<file path="src/rtl/rf_wb_arbiter_if.sv">
`default_nettype none
// ============================================================================
// Module     : rf_wb_arbiter_if
// Description: Writeback requester bus, decode allocation/flush, scoreboard
//              and register-file write port grouped for rf_wb_arbiter.
// Revision   : 1.0 - initial release
// ============================================================================
interface rf_wb_arbiter_if #(
  parameter int NREQ = 3,
  parameter int DW   = 32,
  parameter int AW   = 5
);
  logic [NREQ-1:0]    req_valid;
  logic [NREQ*AW-1:0] req_addr;
  logic [NREQ*DW-1:0] req_data;
  logic [NREQ-1:0]    req_ready;
  logic               alloc_en;
  logic [AW-1:0]      alloc_addr;
  logic               flush;
  logic [2**AW-1:0]   busy;
  logic               rf_we;
  logic [AW-1:0]      rf_waddr;
  logic [DW-1:0]      rf_wdata;

  modport slave (
    input  req_valid, req_addr, req_data, alloc_en, alloc_addr, flush,
    output req_ready, busy, rf_we, rf_waddr, rf_wdata
  );

  modport master (
    output req_valid, req_addr, req_data, alloc_en, alloc_addr, flush,
    input  req_ready, busy, rf_we, rf_waddr, rf_wdata
  );
endinterface
`default_nettype wire

</file>
<file path="src/rtl/rf_wb_arbiter.sv">
`default_nettype none
// ============================================================================
// Module     : rf_wb_arbiter
// Description: Round-robin arbiter sharing the RF write port among NREQ
//              writeback sources, with a pending-write busy scoreboard.
// Revision   : 1.0 - initial release
// ============================================================================
module rf_wb_arbiter #(
  parameter int NREQ = 3,
  parameter int DW   = 32,
  parameter int AW   = 5
) (
  input  wire logic           clk,
  input  wire logic           rst,
  rf_wb_arbiter_if.slave      bus
);
  localparam int              PW     = (NREQ > 2) ? 2 : 1;
  localparam int              NREG   = 2**AW;
  localparam logic [PW-1:0]   c_LAST = PW'(NREQ-1);

  logic [PW-1:0]   r_rr_ptr;
  logic            r_we;
  logic [AW-1:0]   r_waddr;
  logic [DW-1:0]   r_wdata;
  logic [NREG-1:0] r_busy;

  logic [NREQ-1:0] w_grant;
  logic            w_found;
  logic [PW-1:0]   w_gidx;
  logic            w_accept;
  logic [AW-1:0]   w_sel_addr;
  logic [DW-1:0]   w_sel_data;
  logic [NREG-1:0] w_busy_nxt;

  // First valid requester at or after the round-robin pointer, wrapping.
  always_comb begin
    int idx;
    idx     = 0;
    w_grant = '0;
    w_found = 1'b0;
    w_gidx  = '0;
    for (int k = 0; k < NREQ; k++) begin
      idx = int'(r_rr_ptr) + k;
      if (idx >= NREQ) idx = idx - NREQ;
      if (!w_found && bus.req_valid[idx]) begin
        w_grant[idx] = 1'b1;
        w_gidx       = idx[PW-1:0];
        w_found      = 1'b1;
      end
    end
  end

  assign w_accept      = w_found & ~rst;
  assign bus.req_ready = rst ? '0 : w_grant;
  assign w_sel_addr    = bus.req_addr[int'(w_gidx)*AW +: AW];
  assign w_sel_data    = bus.req_data[int'(w_gidx)*DW +: DW];

  always_ff @(posedge clk) begin
    if (rst) begin
      r_rr_ptr <= '0;
      r_we     <= 1'b0;
      r_waddr  <= '0;
      r_wdata  <= '0;
    end else if (w_accept) begin
      r_rr_ptr <= (w_gidx == c_LAST) ? '0 : w_gidx + 1'b1;
      // r0 writes are consumed but never reach the RF.
      r_we     <= (w_sel_addr != '0);
      r_waddr  <= w_sel_addr;
      r_wdata  <= w_sel_data;
    end else begin
      r_we     <= 1'b0;
    end
  end

  // Set is applied after clear so a new producer outlives the retiring one.
  always_comb begin
    w_busy_nxt = r_busy;
    if (r_we) w_busy_nxt[r_waddr] = 1'b0;
    if (bus.alloc_en && (bus.alloc_addr != '0)) w_busy_nxt[bus.alloc_addr] = 1'b1;
    if (bus.flush) w_busy_nxt = '0;
    w_busy_nxt[0] = 1'b0;
  end

  always_ff @(posedge clk) begin
    if (rst) r_busy <= '0;
    else     r_busy <= w_busy_nxt;
  end

  assign bus.busy     = r_busy;
  assign bus.rf_we    = r_we;
  assign bus.rf_waddr = r_waddr;
  assign bus.rf_wdata = r_wdata;
endmodule
`default_nettype wire
</file>
<file path="src/flat_wrapper.sv">
// flat-port wrapper written by rule: the top's interface ports become plain ports
module rf_wb_arbiter_flat 
#(
  parameter int NREQ = 3,
  parameter int DW   = 32,
  parameter int AW   = 5
)
  (clk, rst, bus_req_valid, bus_req_addr, bus_req_data, bus_alloc_en, bus_alloc_addr, bus_flush, bus_req_ready, bus_busy, bus_rf_we, bus_rf_waddr, bus_rf_wdata);
  rf_wb_arbiter_if #(.NREQ(NREQ), .DW(DW), .AW(AW)) bus_i ();
  input  wire logic clk;
  input  wire logic rst;
  input wire logic [$bits(bus_i.req_valid)-1:0] bus_req_valid;
  input wire logic [$bits(bus_i.req_addr)-1:0] bus_req_addr;
  input wire logic [$bits(bus_i.req_data)-1:0] bus_req_data;
  input wire logic [$bits(bus_i.alloc_en)-1:0] bus_alloc_en;
  input wire logic [$bits(bus_i.alloc_addr)-1:0] bus_alloc_addr;
  input wire logic [$bits(bus_i.flush)-1:0] bus_flush;
  output wire logic [$bits(bus_i.req_ready)-1:0] bus_req_ready;
  output wire logic [$bits(bus_i.busy)-1:0] bus_busy;
  output wire logic [$bits(bus_i.rf_we)-1:0] bus_rf_we;
  output wire logic [$bits(bus_i.rf_waddr)-1:0] bus_rf_waddr;
  output wire logic [$bits(bus_i.rf_wdata)-1:0] bus_rf_wdata;
  assign bus_i.req_valid = bus_req_valid;
  assign bus_i.req_addr = bus_req_addr;
  assign bus_i.req_data = bus_req_data;
  assign bus_i.alloc_en = bus_alloc_en;
  assign bus_i.alloc_addr = bus_alloc_addr;
  assign bus_i.flush = bus_flush;
  assign bus_req_ready = bus_i.req_ready;
  assign bus_busy = bus_i.busy;
  assign bus_rf_we = bus_i.rf_we;
  assign bus_rf_waddr = bus_i.rf_waddr;
  assign bus_rf_wdata = bus_i.rf_wdata;
  rf_wb_arbiter #(.NREQ(NREQ), .DW(DW), .AW(AW)) u_core (.clk(clk), .rst(rst), .bus(bus_i));
endmodule
</file>
<file path="config.mk">
export PLATFORM = sky130hd
export DESIGN_NAME = rf_wb_arbiter_flat
export DESIGN_NICKNAME = d
export VERILOG_FILES = /design/src/rtl/rf_wb_arbiter_if.sv /design/src/rtl/rf_wb_arbiter.sv /design/src/flat_wrapper.sv
export SDC_FILE = /design/constraint.sdc
export NUM_CORES = 1
export LEC_CHECK = 0
export CAP_MARGIN = 20
export CORE_AREA = 2 2 137 99
export DETAILED_ROUTE_END_ITERATION = 7
export DIE_AREA = 0 0 139 101
export PLACE_DENSITY = 0.73
export SLEW_MARGIN = 10
export SYNTH_ARGS = -nofsm -noshare
export SYNTH_HDL_FRONTEND = slang
export SYNTH_SLANG_ARGS = --single-unit
</file>
<file path="constraint.sdc">
create_clock -name clk -period 2.9 [get_ports clk]
set_input_delay 0.58 -clock clk [delete_from_list [all_inputs] [get_ports clk]]
set_output_delay 0.58 -clock clk [all_outputs]
set_load 0.01 [all_outputs]
</file>
---- Yosys cells after proc, flatten, opt, wreduce, memory -nomap -nowiden ----
Cells that the tools add are included.
word-level totals
  bits in registers ....................... 72
  bits of input ports ..................... 123
  output and inout bits ................... 73
  word-level logic and storage cells ...... 86
operators by class
  add/subtract/negate cells ............... 6
  multipliers ............................. 1
  $lt $le $gt $ge ......................... 13
  eq/ne operators ......................... 1
  shift operators ......................... 2
  multiplexer cells ....................... 35
  bitwise logic cells ..................... 8
  reductions and logical operators ........ 14
operators with widths
  kind                     count
  $mux W32                 5
  $ge A32 B1 Y1 const B    3
  $lt A32 B4 Y1 const B    3
  $shiftx A96 B8 Y32       1
  $ge A32 B3 Y1 const B    2
  $sub A32 B3 Y32 const B  2
  $and A32 B32 Y32         1
  $not A32 Y32             1
  $or A32 B32 Y32          1
  $shiftx A15 B32 Y5       1
  $mux W1                  14
  $lt A5 B6 Y1 const B     2
  $mux W3                  4
  $demux W1 S5             2
  $ge A5 B1 Y1 const B     2
  $reduce_bool A5 Y1       2
  $logic_and A1 B1 Y1      8
  $mux W2                  4
  $bmux W1 S2              3
  $demux W1 S2             3
  $or A3 B3 Y3             2
  $mul A2 B3 Y5 const B    1
  $reduce_or A2 Y1         2
  $add A2 B1 Y3 const B    1
  other kinds (8)          10

---- Longest topological paths before layout ----
Gate-level depths: netlist of the first run.
  depth in word-level cells ............... 15
  gate-level depth with buffers ........... 11
  gate-level depth less buffers ........... 8

---- Worst setup path before layout of the first run ----
Ideal clock, no wire load.
  path type ............................... register -> register
  from .................................... register u_core.r_rr_ptr[0]
  to ...................................... register u_core.r_we, in the netlist u_core.bus.rf_we
  library setup time ...................... 0.125 ns
  arrival time ............................ 2.270 ns
  data required time ...................... 2.775 ns
  path slack .............................. 0.505 ns
  cell stages (with the launch flop) ...... 11
  buffers on the path ..................... 2
  clock period less this slack ............ 2.395 ns
  cells stage by stage .................... dfxtp_1 inv_1 ha_1 nor2b_1 o31a_1 o31a_1 buf_2 buf_6 nor3_2 o22ai_1 o41a_1
between the ends
  cells in the longest elaborated chain, start to end .. 15
  elaborated cells on any way between the ends .. 36
  those cells by class .................... add/sub (5); mul (1); order compare (3); shift (1); mux (18); bitwise (2); reduce/logical (6)
RTL lines
  element                                                                   line                 text
  start: declaration                                                        rf_wb_arbiter.sv:21  logic [PW-1:0] r_rr_ptr;
  start signal: assignment                                                  rf_wb_arbiter.sv:65  r_rr_ptr <= (w_gidx == c_LAST) ? '0 : w_gidx + 1'b1;
  parallel branches: the longest is 15 deep, another holds $sub A32 B3 Y32  n/a
  end signal: assignment                                                    rf_wb_arbiter.sv:67  r_we <= (w_sel_addr != '0);
  end: declaration                                                          rf_wb_arbiter.sv:22  logic r_we;
Parallel ways; which one is timed is not known. The select of a mux whose other input is x is not followed.
A chain may end at the register's enable or synchronous reset.

---- Worst setup path in the final report of the first run ----
  from .................................... register u_core.r_rr_ptr[0]
  to ...................................... output bus_req_ready[0]
between the ends
  cells in the longest elaborated chain, start to end .. 13
  elaborated cells on any way between the ends .. 47
  those cells by class .................... add/sub (5); order compare (9); mux (24); bitwise (2); reduce/logical (7)
RTL lines
  element                                                                   line                 text
  parallel branches: the longest is 11 deep, another holds $sub A32 B3 Y32  n/a
  $mux W3 (*)                                                               rf_wb_arbiter.sv:45  if (!w_found && bus.req_valid[idx]) begin
  $mux W3 (*)                                                               rf_wb_arbiter.sv:54  assign bus.req_ready = rst ? '0 : w_grant;
  end: declaration                                                          flat_wrapper.sv:18   output wire logic [$bits(bus_i.req_ready)-1:0] bus_req_ready;
Mark *: on every way between the ends. The select of a mux whose other input is x is not followed.

==> flow_metrics.env, run 1 <==
export IMPL_synth_top_area_share_pct=38.2
export IMPL_nNetsFinal=778
export IMPL_path_max_fanout=8
export IMPL_yosys_top_cells_area="dfxtp_1 38%, a21oi_1 10%, mux2i_1 9.7%"
export IMPL_core_area_mm2=0.0128
export IMPL_synth_flop_cell="dfxtp_1"
export IMPL_worstPathRequired_ns=2.32
export IMPL_vdd_drop_max_mv=0.519
export IMPL_worstSetupStartpointType="flip-flop"
export IMPL_path_class="reg -> out"
export IMPL_io_pins=196
export IMPL_first_pass_iters=4
export IMPL_tns_ns=0
export IMPL_setup_viol=0
export IMPL_hold_violations=0
export IMPL_drc=0
export IMPL_initial_core_util_pct=29.1
export IMPL_p_leak_nw=2.41
export IMPL_cts_hold_buf=0
export IMPL_dieHeight_um=101
export IMPL_cts_sinks=71
export IMPL_placed_area_mm2=0.00593
export IMPL_hold_path_depth=1
export IMPL_hold_start="u_core.bus.rf_wdata[1]"
export IMPL_clk_pin_slew_ns=0.06
export IMPL_status="completed"
export IMPL_antenna_left=0
export IMPL_clk_latency_ns=0.33
export IMPL_max_cap_violations=0
export IMPL_yosysSeqAreaShare_pct=38.2
export IMPL_ys_warn_count=0
export IMPL_gp_congestion=0.899
export IMPL_die_width_um=139
export IMPL_cts_buffer_depth=2
export IMPL_grt_pass1_vias=4148
export IMPL_reg2reg_depth=10
export IMPL_cts_made_buffers=9
export IMPL_htree_levels=3
export IMPL_power_density_mw_per_mm2=899
export IMPL_clock_skew_ns=0.00751
export IMPL_finalWirelength_um=13300
export IMPL_synth_area_leader_cell="dfxtp_1"
export IMPL_period_needed_ns=2.85
export IMPL_grt_pass1_wl_um=20700
export IMPL_dieArea_mm2=0.0140
export IMPL_final_core_util_pct=49.2
export IMPL_max_freq_ghz=0.351
export IMPL_hpwl_um=10000
export IMPL_row_count=35
export IMPL_portBuffers=194
export IMPL_stdcell_area_mm2=0.00629
export IMPL_viasPerCell=5.07
export IMPL_synth_edf_count=0
export IMPL_ff2ff_setup_slack_ns=0.37
export IMPL_cts_tree="done"
export IMPL_num_vias=4169
export IMPL_drv_slew=0
export IMPL_grt_usage_pct=18.2
export IMPL_slew_limit_headroom_pct=57.0
export IMPL_ys_ff_latch=71
export IMPL_synthToLayoutAreaGrowth_pct=68.9
export IMPL_synthesis_instances=459
export IMPL_cts_setup_buffers=0
export IMPL_holdPathEnd="u_core.bus.rf_wdata[1]"
export IMPL_rr_endpoint="u_core.bus.rf_wdata[31]"
export IMPL_synthDistinctLibCells=42
export IMPL_synth_avg_cell_area_um2=8.12
export IMPL_antennaDiodeCount=0
export IMPL_fin_crit_sh_pct=98.2
export IMPL_final_cell_mix="189 x clkdlybuf4s50_1, 77 x a21oi_1, 69 x dfxtp_1, 47 x nand2_1, 46 x nor2_1"
export IMPL_cts_root_buf="clkbuf_16"
export IMPL_n_fill_cell=1202
export IMPL_crit_path_end_kind="primary output"
export IMPL_drive_above_1_share_pct=9.30
export IMPL_tightest_slew_ns=0.642
export IMPL_ys_async_sr_fraction_pct=0
export IMPL_layout_commonest_cell="clkdlybuf4s50_1"
export IMPL_crit_arrival_ns=2.27
export IMPL_grt_ovfl_total=0
export IMPL_drtIter0Drc=247
export IMPL_synth_nets=586
export IMPL_wire_per_inst_um=16.2
export IMPL_antenna_found_initial=0
export IMPL_grt_max_degree=41
export IMPL_synth_area_mm2=0.00372
export IMPL_power_mw=5.66
export IMPL_r2r_start="u_core.r_rr_ptr[0]"
export IMPL_min_path_type="reg -> reg"
## area by class of cell
| type | instances | area, µm² | area share (%) |
|---|---|---|---|
| clock buffer | 10 | 239 | 3.80 |
| clock inverter | 6 | 66.3 | 1.05 |
| inverter | 5 | 18.8 | 0.298 |
| multi-input combinational | 346 | 2170 | 34.5 |
| sequential | 71 | 1420 | 22.6 |
| tap | 166 | 208 | 3.30 |
| timing repair buffer | 218 | 2170 | 34.4 |
## timing repair
item	CTS	global route
endpoints found under the setup margin	3	35
gates resized for setup	12	10
gates cloned	0	0
## metrics by stage
stage               worst slack, ns  instances  hold WS, ns
finish                       0.0515        822        0.478
global route                -0.0500        822        0.498
CTS                         -0.0242        822        0.481
detailed placement           -0.305        806        0.459
global placement             -0.283        806        0.460
floorplan                     0.505        459        0.466
## state kept, by name (all words and copies together), names as in the netlist
signal and count:
u_core.bus.rf_we 1, u_core.bus.rf_wdata 32, u_core.bus.rf_waddr 5, u_core.r_rr_ptr 2
u_core.bus.busy 31
## worst max-delay path by stage
stage / start / to / slack, ns / cells after the start
2_1_floorplan: u_core.r_rr_ptr[0] / u_core.bus.rf_we / 0.51 / 10
4_1_cts: u_core.r_rr_ptr[1] / bus_req_ready[2] / -0.02 / 8
6_report: u_core.r_rr_ptr[0] / bus_req_ready[0] / 0.05 / 8
3_3_place_gp: bus_req_valid[0] / bus_req_ready[1] / -0.28 / 6
3_5_place_dp: bus_req_valid[0] / bus_req_ready[0] / -0.31 / 7
5_1_grt: u_core.r_rr_ptr[0] / bus_req_ready[0] / -0.05 / 8
## worst max-delay path, stage by stage, from the launching register on
cell	delay, ns
dfxtp_2	0.38
inv_1	0.10
ha_4	0.32
buf_4	0.13
nand3b_1	0.09
o21ai_1	0.16
nand3_1	0.14
a311oi_2	0.33
clkdlybuf4s15_2	0.28
## power breakdown
group	internal, mW	switching (mW)
Clock	0.693	0.434
Combinational	1.62	1.50
Sequential	1.21	0.193
## synthesized netlist by cell type (2+ instances only)
cell	count
and3b_1	3
nor2_1	48
nor2b_1	4
nor3b_1	5
or3_1	2
a21oi_1	77
nand2b_1	7
inv_1	5
or3b_2	4
a211oi_1	2
buf_2	15
a31oi_1	3
a21o_1	3
a311o_1	3
nand3b_1	7
a22o_1	34
nand2_1	47
buf_4	2
mux2i_1	36
buf_6	2
and3_1	2
dfxtp_1	71
ha_1	4
o31a_1	2
o21ai_0	35
nand3_1	4
clkbuf_1	17
## cell families (layout without fill, tap and decap cells)
kind of cell / Yosys count / after routing / share of synthesized area (%)
muxes: 36 / 36 / 9.67
DFF: 71 / 71 / 38.2
adders and majority gates: 4 / 4 / 1.34
buffers and inverters: 42 / 239 / 5.34
and+or+nand+nor: 138 / 138 / 17.8
other: 1 / 1 / 0.101
AOI/OAI and AO/OA: 167 / 167 / 27.6
## layer usage
layer / wire (µm) / GRT usage [%] / vias to the layer above
li1: - / - / 2030
met1: 5730 / 22.2 / 1957
met2: 6500 / 31.6 / 173
met3: 1050 / 5.94 / 9
met4: 67 / 3.81 / 0
met5: 0 / 0 / -
Note: power is estimated with default switching activity, not from simulation.
==> run 2, diff against run 1 <==
- CORE_AREA: 2 2 137 99 -> 2 2 119 86
- DIE_AREA: 0 0 139 101 -> 0 0 121 88
- PLACE_DENSITY: 0.73 -> 0.9
==> run 2 against run 1 <==
Against the previous run: clock skew down 0.0016 ns; maximum frequency is 2.1% higher; critical endpoint is now bus_req_ready[2]; register-to-register slack got worse by 0.06 ns; cell count down 5.2%; total power shrank 5.3%; combinational power decreased by 4%; worst setup slack improved by 0.059 ns; largest power group unchanged; sequential share of layout area grew 0.51 points; sequential power about the same; global-route usage increased by 3.8 points; flip-flop and latch count unchanged; critical path type unchanged.
==> flow_metrics.env, run 2 (same netlist as run 1, synthesis figures left out) <==
export IMPL_status="completed"
export IMPL_rsz0062_at_grt="yes"
export IMPL_final_cell_mix="190 x clkdlybuf4s50_1, 77 x a21oi_1, 70 x dfxtp_1, 47 x nand2_1, 46 x nor2_1"
export IMPL_drive_above_1_share_pct=7.83
export IMPL_tightest_slew_ns=0.604
export IMPL_gp_congestion=0.889
export IMPL_path_cells="inv_1, ha_2, buf_4, nand3b_1, a21oi_1, o21ai_0, a211oi_1, dlygate4sd2_1"
export IMPL_fin_crit_sh_pct=96.2
export IMPL_finalWirelength_um=11900
export IMPL_top_layer="met4"
export IMPL_core_area_mm2=0.00950
export IMPL_p_leak_nw=2.36
export IMPL_worstSetupStartpointType="flip-flop"
export IMPL_setup_viol=0
export IMPL_power_density_mw_per_mm2=871
export IMPL_worstPathRequired_ns=2.32
export IMPL_crit_path_end_kind="primary output"
export IMPL_layout_commonest_cell="clkdlybuf4s50_1"
export IMPL_slowest_stage="ha_2"
export IMPL_viasPerCell=5.29
export IMPL_cts_sinks=71
export IMPL_max_freq_ghz=0.358
export IMPL_cts_made_buffers=9
export IMPL_routed_wl_met2_um=5870
export IMPL_vdd_drop_max_mv=0.521
export IMPL_grt_usage_pct=22.0
export IMPL_drc=0
export IMPL_final_core_util_pct=64.7
export IMPL_slew_limit_headroom_pct=59.6
export IMPL_first_pass_iters=5
export IMPL_die_width_um=121
export IMPL_grt_max_degree=41
export IMPL_antennaDiodeCount=0
export IMPL_wl_met1_um=5190
export IMPL_synthToLayoutAreaGrowth_pct=65.1
export IMPL_clk_pin_slew_ns=0.06
export IMPL_path_class="reg -> out"
export IMPL_cts_tree="done"
export IMPL_antenna_found_initial=0
export IMPL_power_mw=5.36
export IMPL_initial_core_util_pct=39.2
export IMPL_crit_family="compound AO/OA/AOI/OAI gates"
export IMPL_clk_latency_ns=0.32
export IMPL_final_cells=779
export IMPL_min_path_type="reg -> reg"
export IMPL_stdcell_area_mm2=0.00615
export IMPL_period_needed_ns=2.79
export IMPL_io_pins=196
export IMPL_placed_cells=764
export IMPL_reg2reg_depth=10
export IMPL_register_area_mm2=0.00142
export IMPL_critPathMaxStageDelay_ns=0.38
export IMPL_multiInputGateArea_mm2=0.00214
export IMPL_fin_ws_ns=0.110
export IMPL_placed_area_mm2=0.00585
export IMPL_drtIter0Drc=322
export IMPL_path_max_fanout=7
export IMPL_cts_buffer_depth=2
export IMPL_num_vias=4123
export IMPL_antenna_left=0
export IMPL_hold_violations=0
export IMPL_htree_levels=3
export IMPL_drv_slew=0
export IMPL_grt_pass1_vias=3833
export IMPL_wire_per_inst_um=15.3
export IMPL_portBuffers=194
export IMPL_wl_met3_um=770
export IMPL_largest_reg_flops=32
export IMPL_nNetsFinal=774
export IMPL_clock_skew_ns=0.00596
export IMPL_dieHeight_um=88
export IMPL_cts_setup_buffers=0
export IMPL_row_count=30
export IMPL_grt_ovfl_total=0
export IMPL_path_buf_inv=3
export IMPL_cts_root_buf="clkbuf_16"
export IMPL_pre_cts_slack_ns=-0.214
export IMPL_hold_path_depth=1
export IMPL_max_cap_violations=0
export IMPL_grt_pass1_wl_um=18700
export IMPL_hpwl_um=9140
export IMPL_dieArea_mm2=0.0106
export IMPL_crit_arrival_ns=2.21
export IMPL_cp_depth=8
export IMPL_n_fill_cell=763
run 2: worst paths after layout:
path         slack (ns)                 endpoint                     from
min reg2reg        0.47  u_core.bus.rf_wdata[13]  u_core.bus.rf_wdata[13]
max reg2reg        0.31  u_core.bus.rf_wdata[28]       u_core.r_rr_ptr[0]
min                0.47  u_core.bus.rf_wdata[13]  u_core.bus.rf_wdata[13]
max                0.11         bus_req_ready[2]       u_core.r_rr_ptr[0]
run 2: through the flow:
step                hold slack, ns  TNS, ns
floorplan                    0.466        0
global placement             0.460   -0.554
detailed placement           0.463   -0.648
CTS                          0.476        0
global route                 0.491  -0.0220
finish                       0.475        0
run 2: power breakdown:
| group | internal (mW) | leakage (nW) | switching [mW] |
|---|---|---|---|
| sequential | 1.21 | 0.583 | 0.191 |
| combinational | 1.56 | 1.64 | 1.42 |
| clock | 0.592 | 0.131 | 0.379 |
| total | 3.37 | 2.36 | 1.99 |
run 2: layer usage:
layer,vias to the layer above,global-route usage [%]
met5,-,0
met3,13,4.49
met2,199,37.4
li1,2021,-
met1,1890,28.7
met4,0,5.92
run 2: timing repair:
action	in CTS	in global routing
endpoints found under the hold margin	0	0
hold buffers	0	0
gates resized for setup	10	5
gates cloned	0	0
endpoints found under the setup margin	3	3
run 2: layout make-up:
cell class | count | share of cell area [%]
Sequential cell | 71 | 23.1
Clock buffer | 11 | 3.95
Timing Repair Buffer | 214 | 34.8
Clock inverter | 4 | 0.366
Multi-Input combinational cell | 346 | 34.9
Inverter | 5 | 0.305
Tap cell | 128 | 2.60
==> patch 1: new RTL, flow settings as in run 2 <==
`NREQ` is set to 3 in 3 places; all go to 2.
--- a/src/rtl/rf_wb_arbiter_if.sv
+++ b/src/rtl/rf_wb_arbiter_if.sv
@@ -6,7 +6,7 @@
 // Revision   : 1.0 - initial release
 // ============================================================================
 interface rf_wb_arbiter_if #(
-  parameter int NREQ = 3,
+  parameter int NREQ = 2,
   parameter int DW   = 32,
   parameter int AW   = 5
 );
--- a/src/rtl/rf_wb_arbiter.sv
+++ b/src/rtl/rf_wb_arbiter.sv
@@ -6,7 +6,7 @@
 // Revision   : 1.0 - initial release
 // ============================================================================
 module rf_wb_arbiter #(
-  parameter int NREQ = 3,
+  parameter int NREQ = 2,
   parameter int DW   = 32,
   parameter int AW   = 5
 ) (
--- a/src/flat_wrapper.sv
+++ b/src/flat_wrapper.sv
@@ -1,7 +1,7 @@
 // flat-port wrapper written by rule: the top's interface ports become plain ports
 module rf_wb_arbiter_flat 
 #(
-  parameter int NREQ = 3,
+  parameter int NREQ = 2,
   parameter int DW   = 32,
   parameter int AW   = 5
 )
Ports: changed (resized bus_req_addr, bus_req_data, bus_req_ready and bus_req_valid); port bits go from 196 to 157. No check against the original RTL was run, so the function may have changed too.
==> patch 1 against run 2 <==
- non-clock buffer count is 50 lower
- count of clock-buffer cells in the layout is 2 higher
- highest routed layer unchanged
- area after synthesis is 10% lower
- final area is 16% lower
- via count is 16% lower
- clock skew is 0.0062 ns higher
- worst setup slack better by 0.13 ns
- sequential cell count is 1 lower
- routed wire length is 6.7% lower
- die area stayed put
- first-iteration DRC count is 23% lower
Power is not compared: it rests on default switching activity, and its combinational part moved more than twofold at a synthesized area within 25%.
==> patch 1: results (changes against run 2) <==
DRT Wirelength = 11.1 mm (was 11.9 mm)
Multi-In Gates = 251 (was 346)
Outcome = complete, no violations (unchanged)
Slowest CP cell = clkdlybuf4s50_1 (was ha_2)
Multi-input gate area = 1690 sq um (was 2140 sq um)
Register area share after synthesis = 0.420 (was 0.382)
Pin count of the biggest net entering global routing = 58 (was 41)
Post-DP HPWL = 7.76 mm (was 9.14 mm)
Nonclk inv count = 0 (was 5)
Clk tree area frac = 0.0573 (was 0.0431)
P&R area growth vs syn = 54.4% (was 65.1%)
Metal3 WL = 1.22 mm (was 770 um)
Synth Area in Compound Gates = 0.184 (was 0.276)
Cells after Synth = 361 (was 459)
Post-synthesis adder-cell area fraction = 0 (was 0.0134)
GR Util met3 = 0.0964 (was 0.0449)
Buffers excl. clock = 164 (was 214)
Post-synthesis cell type count = 31 (was 42)
DR WL met2 = 5.35 mm (was 5.87 mm)
# clk buffers = 13 (was 11)
Delay-heaviest family, CP = buffers and inverters (was compound AO/OA/AOI/OAI gates)
Initial DRC count = 249 (was 322)
Layout Skew = 0.0122 ns (was 0.00596 ns)
GRT Overall Usage = 0.211 (was 0.220)
Seq_cells = 70 (was 71)
Non-clk buf share = 0.312 (was 0.348)
Crit path DAT = 2.08 ns (was 2.21 ns)
Crit path max fanout = 3 (was 7)
Setup Slack @ Placement = 0.234 ns (was -0.214 ns)
Non-Filler Instances = 628 (was 779)
GR Layer Usage met1 = 0.237 (was 0.287)
Vias/cell = 5.51 (was 5.29)
Skew-Pair Late Insertion Delay = 0.34 ns (was 0.32 ns)
Port bufs = 155 (was 194)
First-pass GRT wire length = 17.3 mm (was 18.7 mm)
Least-Margin Pin Slew = 0.775 ns (was 0.604 ns)
DR pass1 iterations = 4 (was 5)
Most frequent cells after synthesis = 70 x dfxtp_1, 40 x nor3b_1, 38 x a211oi_1, 38 x nor2_1, 36 x nor4_1 (was 77 x a21oi_1, 71 x dfxtp_1, 48 x nor2_1, 47 x nand2_1, 36 x mux2i_1)
Fillcell total = 817 (was 763)
Share of cells above drive strength 1 = 0.0760 (was 0.0783)
Post-synthesis async set-or-reset flop share = 0 (unchanged)
Mux cell area share after synthesis = 0 (was 0.0967)
Reg area = 1400 sq um (was 1420 sq um)
Resize count post-CTS = 0 (was 10)
Dominant cells by area after synthesis = dfxtp_1 42%, a32o_1 9.3%, nor3b_1 9.0% (was dfxtp_1 38%, a21oi_1 10%, mux2i_1 9.7%)
Routability cong. = 0.866 (was 0.889)
Post-Place Cells = 613 (was 764)
Max incr delay on CP = 0.57 ns (was 0.38 ns)
Nets = 581 (was 774)
==> patch 1: where the power goes <==
group / switching, W / total, W / internal, W
Clock: 0.000406 / 0.00107 / 0.000667
Sequential: 0.0000404 / 0.00105 / 0.00101
Combinational: 0.000210 / 0.000469 / 0.000259
Total: 0.000656 / 0.00259 / 0.00194
==> patch 1: final timing paths <==
check,startpoint,endpoint,slack (ns),cells past startpoint
max,bus_req_valid[0],bus_req_ready[0],0.24,5
max reg2reg,u_core.r_rr_ptr,u_core.bus.rf_wdata[10],1.41,4
min,u_core.bus.rf_wdata[6],u_core.bus.rf_wdata[6],0.49,2
min reg2reg,u_core.bus.rf_wdata[6],u_core.bus.rf_wdata[6],0.49,2
==> patch 1: cell families after synthesis <==
logic type             count (synthesis)
buffers and inverters                 40
AO/OA/AOI/OAI                         71
other                                  1
AND/OR/NAND/NOR                      179
flip-flops                            70
==> patch 2: new RTL, config.mk and constraints of run 2 <==
Made on the original files. Make the reset (`rst`) asynchronous in 2 clocked blocks.
--- a/src/rtl/rf_wb_arbiter.sv
+++ b/src/rtl/rf_wb_arbiter.sv
@@ -55,7 +55,7 @@
   assign w_sel_addr    = bus.req_addr[int'(w_gidx)*AW +: AW];
   assign w_sel_data    = bus.req_data[int'(w_gidx)*DW +: DW];
 
-  always_ff @(posedge clk) begin
+  always_ff @(posedge clk or posedge rst) begin
     if (rst) begin
       r_rr_ptr <= '0;
       r_we     <= 1'b0;
@@ -81,7 +81,7 @@
     w_busy_nxt[0] = 1'b0;
   end
 
-  always_ff @(posedge clk) begin
+  always_ff @(posedge clk or posedge rst) begin
     if (rst) r_busy <= '0;
     else     r_busy <= w_busy_nxt;
   end
Behaviour: differs if rst is asserted again (counterexample within 4 cycles, from zero or initial values and one cycle with rst high); with rst held inactive, the same outputs for 4 cycles.
==> patch 2 against run 2 <==
- clock skew rose by 0.0020 ns
- total power rose by 17%
- worst hold slack improved by 0.015 ns
- final area rose by 6.0%
- critical path depth did not move
- fmax fell by 2.1%
- worst setup slack got worse by 0.058 ns
- non-clock buffer count rose by 8
- routed wire length rose by 8.0%
- sequential cell count did not move
- area after synthesis rose by 6.2%
- synthesized cell count fell by 0.22%
- sequential share of layout area rose by 4.1 points
- largest cell class is now non-clock buffers
- largest power group unchanged
- highest routed layer unchanged
==> patch 2: results (changes against run 2) <==
Post-synthesis adder-cell area fraction = 0.0127 (was 0.0134)
VDD IR max = 0.921 mV (was 0.521 mV)
Critical Path Start = bus_req_valid[2] (was u_core.r_rr_ptr[0])
Htree depth = 3 (unchanged)
Max incr delay on CP = 0.47 ns (was 0.38 ns)
P_leak = 2.70 nW (was 2.36 nW)
Critical R2R Launch = u_core.r_rr_ptr[0] (unchanged)
Dominant cells by area after synthesis = dfrtp_1 45%, mux2i_1 9.9%, a21oi_1 8.7% (was dfxtp_1 38%, a21oi_1 10%, mux2i_1 9.7%)
Relative slew slack = 0.410 (was 0.596)
Outcome = complete, no violations (unchanged)
GRT Overall Usage = 0.239 (was 0.220)
Post-synthesis cell type count = 40 (was 42)
Routability cong. = 0.872 (was 0.889)
Number of global-route vias before repair = 4215 (was 3833)
Mux cell area share after synthesis = 0.113 (was 0.0967)
Initial DRC count = 241 (was 322)
DR pass1 iterations = 6 (was 5)
Post-Synth XOR/XNOR Area = 0 (unchanged)
Most frequent cells after synthesis = 78 x nand2_1, 71 x dfrtp_1, 69 x a21oi_1, 42 x nor2_1, 39 x mux2i_1 (was 77 x a21oi_1, 71 x dfxtp_1, 48 x nor2_1, 47 x nand2_1, 36 x mux2i_1)
Skew-Pair Late Insertion Delay = 0.32 ns (about the same)
Synthesized Nets = 585 (was 586)
Post-DP HPWL = 9.81 mm (was 9.14 mm)
Synth Area in Compound Gates = 0.209 (was 0.276)
Fillcell total = 750 (was 763)
Vias/cell = 5.28 (was 5.29)
Delay-heaviest family, CP = buffers and inverters (was compound AO/OA/AOI/OAI gates)
Share of cells above drive strength 1 = 0.0991 (was 0.0783)
Sw Share = 0.401 (was 0.372)
DRT Wirelength = 12.9 mm (was 11.9 mm)
Crit path DAT = 2.27 ns (was 2.21 ns)
First-pass GRT wire length = 20.1 mm (was 18.7 mm)
Most used DFF post-synth = dfrtp_1 (was dfxtp_1)
Nets = 788 (was 774)
Layout Skew = 0.00792 ns (was 0.00596 ns)
Post-synthesis async set-or-reset flop share = 1.00 (was 0)
Top cell type's share of synthesized area = 0.449 (was 0.382)
Pin count of the biggest net entering global routing = 72 (was 41)
Slowest CP cell = clkdlybuf4s50_1 (was ha_2)
Max FFs per register = 32 (unchanged)
Register area share after synthesis = 0.449 (was 0.382)
HP Start = u_core.bus.rf_wdata[0] (was u_core.bus.rf_wdata[13])
HP Class = reg -> reg (unchanged)
Crit path max fanout = 4 (was 7)
patch 2: cell types whose count changed after synthesis, moves of 4 or more:
cell / before / now
dfrtp_1: 0 / 71
dfxtp_1: 71 / 0
o21ai_1: 1 / 38
a22o_1: 34 / 0
nand2_1: 47 / 78
a21oi_1: 77 / 69
buf_2: 15 / 8
nor2_1: 48 / 42
mux2_2: 0 / 4
nand2b_1: 7 / 3
patch 2: cell type report:
cell class                      instances  area (sq um)  area share
Timing Repair Buffer                  222          2180       0.335
Clock inverter                          6          68.8      0.0106
Clock buffer                           10           229      0.0351
Tap cell                              128           160      0.0246
Inverter                                3          15.0     0.00230
Sequential cell                        71          1780       0.273
Multi-Input combinational cell        354          2080       0.320
patch 2: kinds of logic (layout without fill, tap and decap cells):
logic type / count (synthesis) / after routing
multiplexers: 44 / 44
AO/OA/AOI/OAI: 155 / 155
AND/OR/NAND/NOR: 150 / 150
adder cells (fa/ha/maj): 4 / 4
other: 1 / 1
buffers and inverters: 33 / 241
flip-flops: 71 / 71
patch 2: path summary, 6_finish.rpt:
kind / slack (ns) / to / cells past startpoint
min reg2reg: 0.49 / u_core.bus.rf_wdata[0] / 2
min: 0.49 / u_core.bus.rf_wdata[0] / 2
max reg2reg: 0.21 / u_core.bus.rf_we / 9
max: 0.05 / bus_req_ready[2] / 8
max in group asynchronous: 1.21 / u_core.r_rr_ptr[1] / 3
min in group asynchronous: 1.09 / u_core.bus.rf_wdata[0] / 3
patch 2: through the flow:
stage	util	cell area (sq um)	power, W	std cells	setup WS (ns)
2_1_floorplan	-	3960	0.00367	458	0.193
3_3_place_gp	0.646	6130	0.00490	775	-0.146
3_5_place_dp	0.646	6130	0.00506	775	-0.334
4_1_cts	0.685	6500	0.00627	794	0.0188
5_1_grt	0.686	6520	0.00672	794	-0.0454
6_report	0.686	6520	0.00627	794	0.0520
patch 2: per-layer routing:
layer	vias up	wire length (um)	GRT usage	part of all wire
met3	26	1050	0.0599	0.081
li1	2006	-	-	-
met1	1955	5010	0.290	0.39
met5	-	0	0	0
met4	0	235	0.0803	0.018
met2	208	6610	0.419	0.51
patch 2: power groups by stage:
| stage | clock, W | sequential (W) | combinational [W] |
|---|---|---|---|
| floorplan | 0 | 0.00157 | 0.00209 |
| global placement | 0 | 0.00150 | 0.00340 |
| detailed placement | 0 | 0.00152 | 0.00354 |
| CTS | 0.00110 | 0.00151 | 0.00366 |
| global route | 0.00114 | 0.00155 | 0.00403 |
| finish | 0.00108 | 0.00151 | 0.00368 |
patch 2: what timing repair did:
item,CTS,global route
pin swaps,2,1
gates resized for setup,15,7
hold buffers,0,0
buffers inserted,3,0
endpoints found under the setup margin,3,2
